==> config.mk <==
export PLATFORM = sky130hd
export DESIGN_NAME = multiword_add_sequencer
export DESIGN_NICKNAME = d
export VERILOG_FILES = /design/src/rtl/multiword_add_sequencer.sv
export SDC_FILE = /design/constraint.sdc
export NUM_CORES = 1
export LEC_CHECK = 0
export BUFFER_PORTS_ARGS = -buffer_cell sky130_fd_sc_hd__buf_2
export CORE_MARGIN = 2
export CORE_UTILIZATION = 45
export DETAILED_ROUTE_END_ITERATION = 10
export PLACE_DENSITY = 0.7
export SYNTH_ARGS = -nofsm -noshare
export SYNTH_HDL_FRONTEND = slang
export SYNTH_SLANG_ARGS = --single-unit
==> constraint.sdc <==
create_clock -name clk -period 14.4 [get_ports clk]
set_clock_uncertainty 0.05 [all_clocks]
set_input_delay 1.44 -clock clk [delete_from_list [all_inputs] [get_ports clk]]
set_output_delay 1.44 -clock clk [all_outputs]
set_load 0.005 [all_outputs]
==> src/rtl/multiword_add_sequencer.sv <==
// Issue stage that streams a WORDS*WIDTH-bit add/subtract through an external
// WIDTH-bit adder one slice per cycle, LS slice first, and registers the result.
module multiword_add_sequencer #(
  parameter int WIDTH = 32,
  parameter int WORDS = 4
) (
  input  logic                     clk,
  input  logic                     rst,
  input  logic                     in_valid,
  output logic                     in_ready,
  input  logic [WORDS*WIDTH-1:0]   op_a,
  input  logic [WORDS*WIDTH-1:0]   op_b,
  input  logic                     sub,
  output logic [WIDTH-1:0]         add_a,
  output logic [WIDTH-1:0]         add_b,
  output logic                     add_cin,
  input  logic [WIDTH-1:0]         add_sum,
  input  logic                     add_cout,
  output logic                     out_valid,
  input  logic                     out_ready,
  output logic [WORDS*WIDTH-1:0]   result,
  output logic                     carry_out,
  output logic                     overflow
);

  localparam int TW   = WORDS * WIDTH;
  localparam int IDXW = (WORDS > 1) ? $clog2(WORDS) : 1;
  localparam logic [IDXW-1:0] LAST_IDX = IDXW'(WORDS - 1);

  typedef enum logic [1:0] {
    IDLE = 2'd0,
    RUN  = 2'd1,
    DONE = 2'd2
  } state_t;

  state_t          state_q, state_d;
  logic [TW-1:0]   a_q, a_d;
  logic [TW-1:0]   b_q, b_d;
  logic [TW-1:0]   res_q, res_d;
  logic            carry_q, carry_d;
  logic [IDXW-1:0] idx_q, idx_d;
  logic            cout_q, cout_d;
  logic            ovf_q, ovf_d;

  always_ff @(posedge clk or posedge rst) begin
    if (rst) begin
      state_q <= IDLE;
      a_q     <= '0;
      b_q     <= '0;
      res_q   <= '0;
      carry_q <= 1'b0;
      idx_q   <= '0;
      cout_q  <= 1'b0;
      ovf_q   <= 1'b0;
    end else begin
      state_q <= state_d;
      a_q     <= a_d;
      b_q     <= b_d;
      res_q   <= res_d;
      carry_q <= carry_d;
      idx_q   <= idx_d;
      cout_q  <= cout_d;
      ovf_q   <= ovf_d;
    end
  end

  always_comb begin
    state_d   = state_q;
    a_d       = a_q;
    b_d       = b_q;
    res_d     = res_q;
    carry_d   = carry_q;
    idx_d     = idx_q;
    cout_d    = cout_q;
    ovf_d     = ovf_q;
    in_ready  = 1'b0;
    out_valid = 1'b0;
    add_a     = '0;
    add_b     = '0;
    add_cin   = 1'b0;

    unique case (state_q)
      IDLE: begin
        in_ready = 1'b1;
        if (in_valid) begin
          a_d     = op_a;
          // Subtract is A + ~B + 1: invert B here, the +1 rides in on carry_in.
          b_d     = sub ? ~op_b : op_b;
          carry_d = sub;
          idx_d   = '0;
          state_d = RUN;
        end
      end
      RUN: begin
        add_a   = a_q[idx_q*WIDTH +: WIDTH];
        add_b   = b_q[idx_q*WIDTH +: WIDTH];
        add_cin = carry_q;
        res_d[idx_q*WIDTH +: WIDTH] = add_sum;
        carry_d = add_cout;
        idx_d   = idx_q + 1'b1;
        if (idx_q == LAST_IDX) begin
          state_d = DONE;
          cout_d  = add_cout;
          ovf_d   = (a_q[TW-1] == b_q[TW-1]) && (add_sum[WIDTH-1] != a_q[TW-1]);
        end
      end
      DONE: begin
        out_valid = 1'b1;
        if (out_ready) state_d = IDLE;
      end
      default: state_d = IDLE;
    endcase
  end

  assign result    = res_q;
  assign carry_out = cout_q;
  assign overflow  = ovf_q;

endmodule
==> reports/metrics.yaml, run 1 <==
grt:
  track_usage_pct: 23.92
  grt_pass1_vias: 13630
  grt_overflow: 0
  antenna_found_initial: 24
  grt_pass1_wl_um: 76180
  grt_max_degree: 244
cts:
  cts_resized: 0
  cts.clk_slew.worst_paths_ns: 0.06
  cts_tree: "built"
  htreeDepth: 2
  clkLatencyLatePin_ns: 0.55
  cts_buffers: 41
  root_buffer: "clkbuf_16"
  post_cts_buffers: 0
  clockBufferDepth: 3
  cts_sinks: 391
  holdBufCountCts: 0
timing:
  finalCriticalPeriod_ns: 4.561
  setup_viol_count_final: 0
  hold_viol_final: 0
  grt_setup_unrepaired: "false"
  tns_ns: 0
  worst_slew_pin_slew_ns: 1.175
  slew_headroom_pct: 21.64
  finalMaxSlewViolations: 0
  fmax_mhz: 219.2
  timing.final.crit_share_pct: 31.68
layout:
  layout_common_cells: "519 x nand2_1, 489 x buf_2, 389 x dfrtp_1"
  nNetsFinal: 2309
  final_common_cell: "nand2_1"
  final_cell_area_sq_um: 21550
  stdcell_count: 2577
  drive_gt1_share_pct: 31.82
  fillers: 3361
  area_growth_pct: 23.35
floorplan:
  core_sq_um: 38470
  dieArea_sq_um: 40420
  die_h_um: 201.0
  start_util_pct: 45.42
  placementRows: 72
  io_pins: 491
  die-width_um: 201.0
synth:
  yosysSeqAreaShare_pct: 56.01
  synth_edf_count: 0
  synthArstFlopShare_pct: 100.0
  synth-seq-cells: 391
  synthCells: 1579
  synth_top_area_share_pct: 56.01
  syn_avg_cell_area_sq_um: 11.06
  syn_nets: 1878
  ys_warn_count: 0
  synth_cell_types: 31
  synth_area_leader_cell: "dfrtp_1"
  syn-cell-area_sq_um: 17470
  synthTopCellsByArea: "dfrtp_1 56%, nand2_1 11%, mux4_2 8.3%"
  synth_ff_type: "dfrtp_1"
drt:
  dr.first_iter.drc_count: 717
  ant_nets: 0
  drc_errors: 0
  wirelength_um: 48220
  vias_per_cell: 5.204
  first_pass_iters: 4
  wire_per_inst_um: 18.71
  num_vias: 13410
hold_path:
  hold_path.class: "register to register"
  hp-start: "a_q[93]"
  min_path_cells: 2
  holdPathEnd: "a_q[93]"
place:
  port_buffers: 490
  postPlaceCellArea_sq_um: 20070
  gp_congestion: 0.8647
  dp_hpwl_um: 32180
  place_inst: 2485
critical_path:
  cp.required_ns: 12.91
  cp-start-kind: "register"
  reg2reg_to: "result[126]"
  reg2reg_slack_ns: 11.14
  worstPathArrival_ns: 3.07
  worstSetupPathType: "register to output port"
  rr_worst_depth: 7
  cp_max_fo: 40
  critPathCaptureType: "output port"
  r2r-start: "idx_q[1]"
job:
  maxCapViolCount: 0
power_and_ir_drop:
  vdd_drop_max_mv: 0.1055
  p_leak_uw: 0.01102
  power_density_nw_per_um2: 225.0
run_status:
  status: "complete, no violations"
==> layer usage <==
layer  GRT usage [%]  vias up  share of wire, %
met5               0        -              0.23
met4           9.365       16               3.5
met3           6.786      118               8.0
met2           37.98      512                48
met1           31.24     6585                41
li1                -     6179                 -
==> power by group <==
group          switching [uW]  internal (uW)
registers                 321           1610
clock network             441            684
logic                     908            880
==> Yosys cell counts, drive strengths merged, types with 3 or more instances <==
cell type and number:
and2 65, nand2b 3, dfrtp 391, clkbuf 44
ha 5, o21ai 132, nor2 3, mux4 64
inv 4, buf 75, nand2 519, a22o 128
xnor2 128
==> worst max-delay path by stage <==
| stage | start | endpoint | slack [ns] | cells after the start |
|---|---|---|---|---|
| 3_5_place_dp | idx_q[0] | add_a[24] | 10.35 | 4 |
| 5_1_grt | idx_q[0] | add_a[27] | 9.62 | 4 |
| 6_report | idx_q[0] | add_a[27] | 9.84 | 4 |
| 3_3_place_gp | idx_q[0] | add_a[27] | 10.37 | 4 |
| 4_1_cts | idx_q[0] | add_a[24] | 9.73 | 4 |
| 2_1_floorplan | rst | a_q[0] | 2.04 | 1 |
==> registers in the layout, indices dropped and copies added (netlist names) <==
| name | count |
|---|---|
| a_q | 128 |
| b_q | 128 |
| result | 128 |
| idx_q | 2 |
| state_q | 2 |
| carry_out | 1 |
| carry_q | 1 |
| overflow | 1 |
==> worst max-delay path, stage by stage (launching register included) <==
cell,delay (ns)
dfrtp_4,0.82
buf_4,0.76
mux4_2,0.60
and2_1,0.18
buf_2,0.12
==> area by class of cell <==
class	instances	area, sq um	share of cell area (%)
repair buffers	507	2611	12.12
well taps	518	648.1	3.007
multi-input cells	1065	6994	32.45
inverters	4	22.52	0.1045
clock inverters	15	209.0	0.9696
clock buffers	61	1234	5.725
diodes	16	40.04	0.1858
flip-flops and latches	391	9792	45.44
==> logic make-up after synthesis <==
kind of cell	synth area share, %
AND/OR/NAND/NOR	14.37
flip-flops	56.01
AO/OA/AOI/OAI	10.31
XOR/XNOR	6.417
buffers and inverters	4.225
multiplexers	8.315
adder cells (fa/ha/maj)	0.3581
==> stage by stage <==
step	total power, uW	setup WS [ns]	util, %	hold slack (ns)
5_1_grt	5185	9.624	56.01	0.4384
6_report	4848	9.839	56.02	0.4193
2_1_floorplan	3085	2.041	-	0.3896
3_5_place_dp	3750	10.35	52.17	0.4069
3_3_place_gp	3699	10.37	52.17	0.4045
4_1_cts	4898	9.735	55.92	0.4221
(Power assumes the default switching activity.)
==> inputs of run 2 (changes only) <==
Settings changed: PLACE_DENSITY 0.7 to 0.73.
Clock period 14.4 ns to 3.73 ns, I/O delays scaled along.
==> reports/metrics.yaml, run 2 (synthesis results as in run 1) <==
run_status:
  status: "complete, no violations"  # unchanged
floorplan:
  dieArea_sq_um: 40420  # unchanged
  io_pins: 491  # unchanged
  placementRows: 72  # unchanged
  die-width_um: 201.0  # unchanged
  die_h_um: 201.0  # unchanged
  core_sq_um: 38470  # unchanged
  start_util_pct: 45.42  # unchanged
cts:
  cts_resized: 0  # unchanged
  cts_buffers: 43  # was 41
  htreeDepth: 2  # unchanged
  cts.clk_slew.worst_paths_ns: 0.06  # about the same
  cts_tree: "built"  # unchanged
  clkLatencyLatePin_ns: 0.55  # about the same
  root_buffer: "clkbuf_16"  # unchanged
  post_cts_buffers: 0  # unchanged
  clockBufferDepth: 3  # unchanged
  holdBufCountCts: 130  # was 0
  cts_sinks: 391  # unchanged
critical_path:
  cp-start-kind: "register"  # unchanged
  worstSetupPathType: "register to output port"  # unchanged
  crit_chain: "buf_12 > mux4_2 > and2_1 > buf_2"  # was buf_4 > mux4_2 > and2_1 > buf_2
  crit_buf_inv: 2  # unchanged
  cp_top_family: "flip-flops"  # was buffers and inverters
  crit_path_top_delay_cell: "dfrtp_4"  # unchanged
  slowest_delay_ns: 0.80  # was 0.82 ns
  worstPathArrival_ns: 2.70  # was 3.07 ns
  cp_max_fo: 43  # was 40
  critPathCaptureType: "output port"  # unchanged
  cp.required_ns: 3.31  # was 12.91 ns
grt:
  grt_overflow: 0  # unchanged
  antenna_found_initial: 17  # was 24
  grt_pass1_vias: 15260  # was 13630
  grt_max_degree: 131  # was 244
  track_usage_pct: 25.99  # was 23.92%
  grt_pass1_wl_um: 83040  # was 76180 um
layout:
  layout_common_cells: "519 x nand2_1, 489 x buf_2, 389 x dfrtp_1"  # unchanged
  nNetsFinal: 2455  # was 2309
  drive_gt1_share_pct: 30.11  # was 31.82%
  area_growth_pct: 31.78  # was 23.35%
  final_util_pct: 59.85  # was 56.02%
  final_common_cell: "nand2_1"  # unchanged
  fillers: 3023  # was 3361
drt:
  wirelength_um: 52330  # was 48220 um
  ant_nets: 0  # unchanged
  vias_per_cell: 5.292  # was 5.204
  dr.first_iter.drc_count: 875  # was 717
  wire_per_inst_um: 19.29  # was 18.71 um
  drc_errors: 0  # unchanged
  num_vias: 14360  # was 13410
  first_pass_iters: 5  # was 4
place:
  place_worst_setup_slack_ns: 1.113  # was 10.35 ns
  port_buffers: 490  # unchanged
  dp_hpwl_um: 33300  # was 32180 um
  gp_congestion: 0.8787  # was 0.8647
power_and_ir_drop:
  power_density_nw_per_um2: 826.4  # was 225.0 nW/um^2
  p_sw_uw: 6633  # was 1670 uW
  seqPwrFrac_pct: 39.4  # was 39.9%
  pwr-share-comb_pct: 38.1  # was 36.9%
  pwr-share-clk_pct: 22.5  # was 23.2%
  power_switching_share_pct: 34.86  # was 34.44%
  p_int_uw: 12390  # was 3179 uW
  p_leak_uw: 0.01164  # was 0.01102 uW
  vdd_drop_max_mv: 0.3987  # was 0.1055 mV
timing:
  fmax_mhz: 319.8
  finalMaxSlewViolations: 0  # unchanged
  slew_headroom_pct: 39.87  # was 21.64%
  setup_viol_count_final: 0  # unchanged
  grt_setup_unrepaired: "false"  # unchanged
  timing.final.crit_share_pct: 83.84
  hold_viol_final: 0  # unchanged
  worst_slew_pin_slew_ns: 0.9020  # was 1.175 ns
  worst_slack_ns: 0.6027  # was 9.839 ns
  finalCriticalPeriod_ns: 3.127
job:
  maxCapViolCount: 0  # unchanged
hold_path:
  hold_path.class: "input pin to register"  # was register to register
## run 2: cell count changes in the layout (fill, tap and decap cells not counted), sizes merged
cell / previous run / this run
clkbuf: 61 / 64
clkinv: 7 / 3
dlygate4sd3: 0 / 130
bufinv: 5 / 4
clkinvlp: 2 / 4
buf: 507 / 521
diode: 16 / 10
inv: 5 / 3
## run 2: path summary, 6_finish.rpt
kind / from / end / slack [ns] / cells past startpoint
min in group asynchronous: rst / a_q[15] / 0.46 / 3
setup reg to reg: idx_q[0] / result[121] / 1.11 / 6
hold / removal: add_sum[14] / result[78] / 0.04 / 2
setup / recovery: idx_q[0] / add_a[30] / 0.60 / 4
max in group asynchronous: rst / result[121] / 1.98 / 5
hold reg to reg: a_q[123] / a_q[123] / 0.42 / 2
## run 2: routing by layer
layer | global-route usage (%) | wire [um] | vias up
met5 | 0 | 105 | -
met4 | 12.88 | 2488 | 16
met3 | 7.532 | 4352 | 204
met2 | 42.94 | 25160 | 723
met1 | 31.22 | 20220 | 6954
li1 | - | - | 6459
## run 2: per-stage QoR
| stage | instances | setup TNS, ns | power (uW) | area, sq um | hold WS, ns |
|---|---|---|---|---|---|
| floorplan | 1579 | -763.58 | 11910 | 17470 | 0.3896 |
| finish | 2713 | 0 | 19030 | 23020 | 0.03978 |
| global route | 2710 | 0 | 20250 | 23020 | 0.01972 |
| CTS | 2703 | 0 | 19050 | 23000 | 0.0001719 |
| detailed placement | 2499 | 0 | 14590 | 20280 | 0.4065 |
| global placement | 2499 | 0 | 14340 | 20280 | 0.4033 |
## run 2: power groups by stage
stage | clock [uW] | sequential, uW | combinational, uW
floorplan | 0 | 7130 | 4780
global placement | 0 | 7440 | 6890
detailed placement | 0 | 7520 | 7060
CTS | 4360 | 7470 | 7210
global route | 4540 | 7730 | 7980
finish | 4290 | 7500 | 7240
## run 2: area by class of cell
| type | count | area (sq um) | share of cell area [%] |
|---|---|---|---|
| Timing Repair Buffer | 651 | 4130 | 17.94 |
| Sequential cell | 391 | 9792 | 42.53 |
| Clock inverter | 10 | 157.7 | 0.6847 |
| Multi-Input combinational cell | 1065 | 6994 | 30.38 |
| Tap cell | 518 | 648.1 | 2.815 |
| Clock buffer | 64 | 1257 | 5.462 |
| Antenna cell | 10 | 25.02 | 0.1087 |
| Inverter | 4 | 18.77 | 0.08152 |
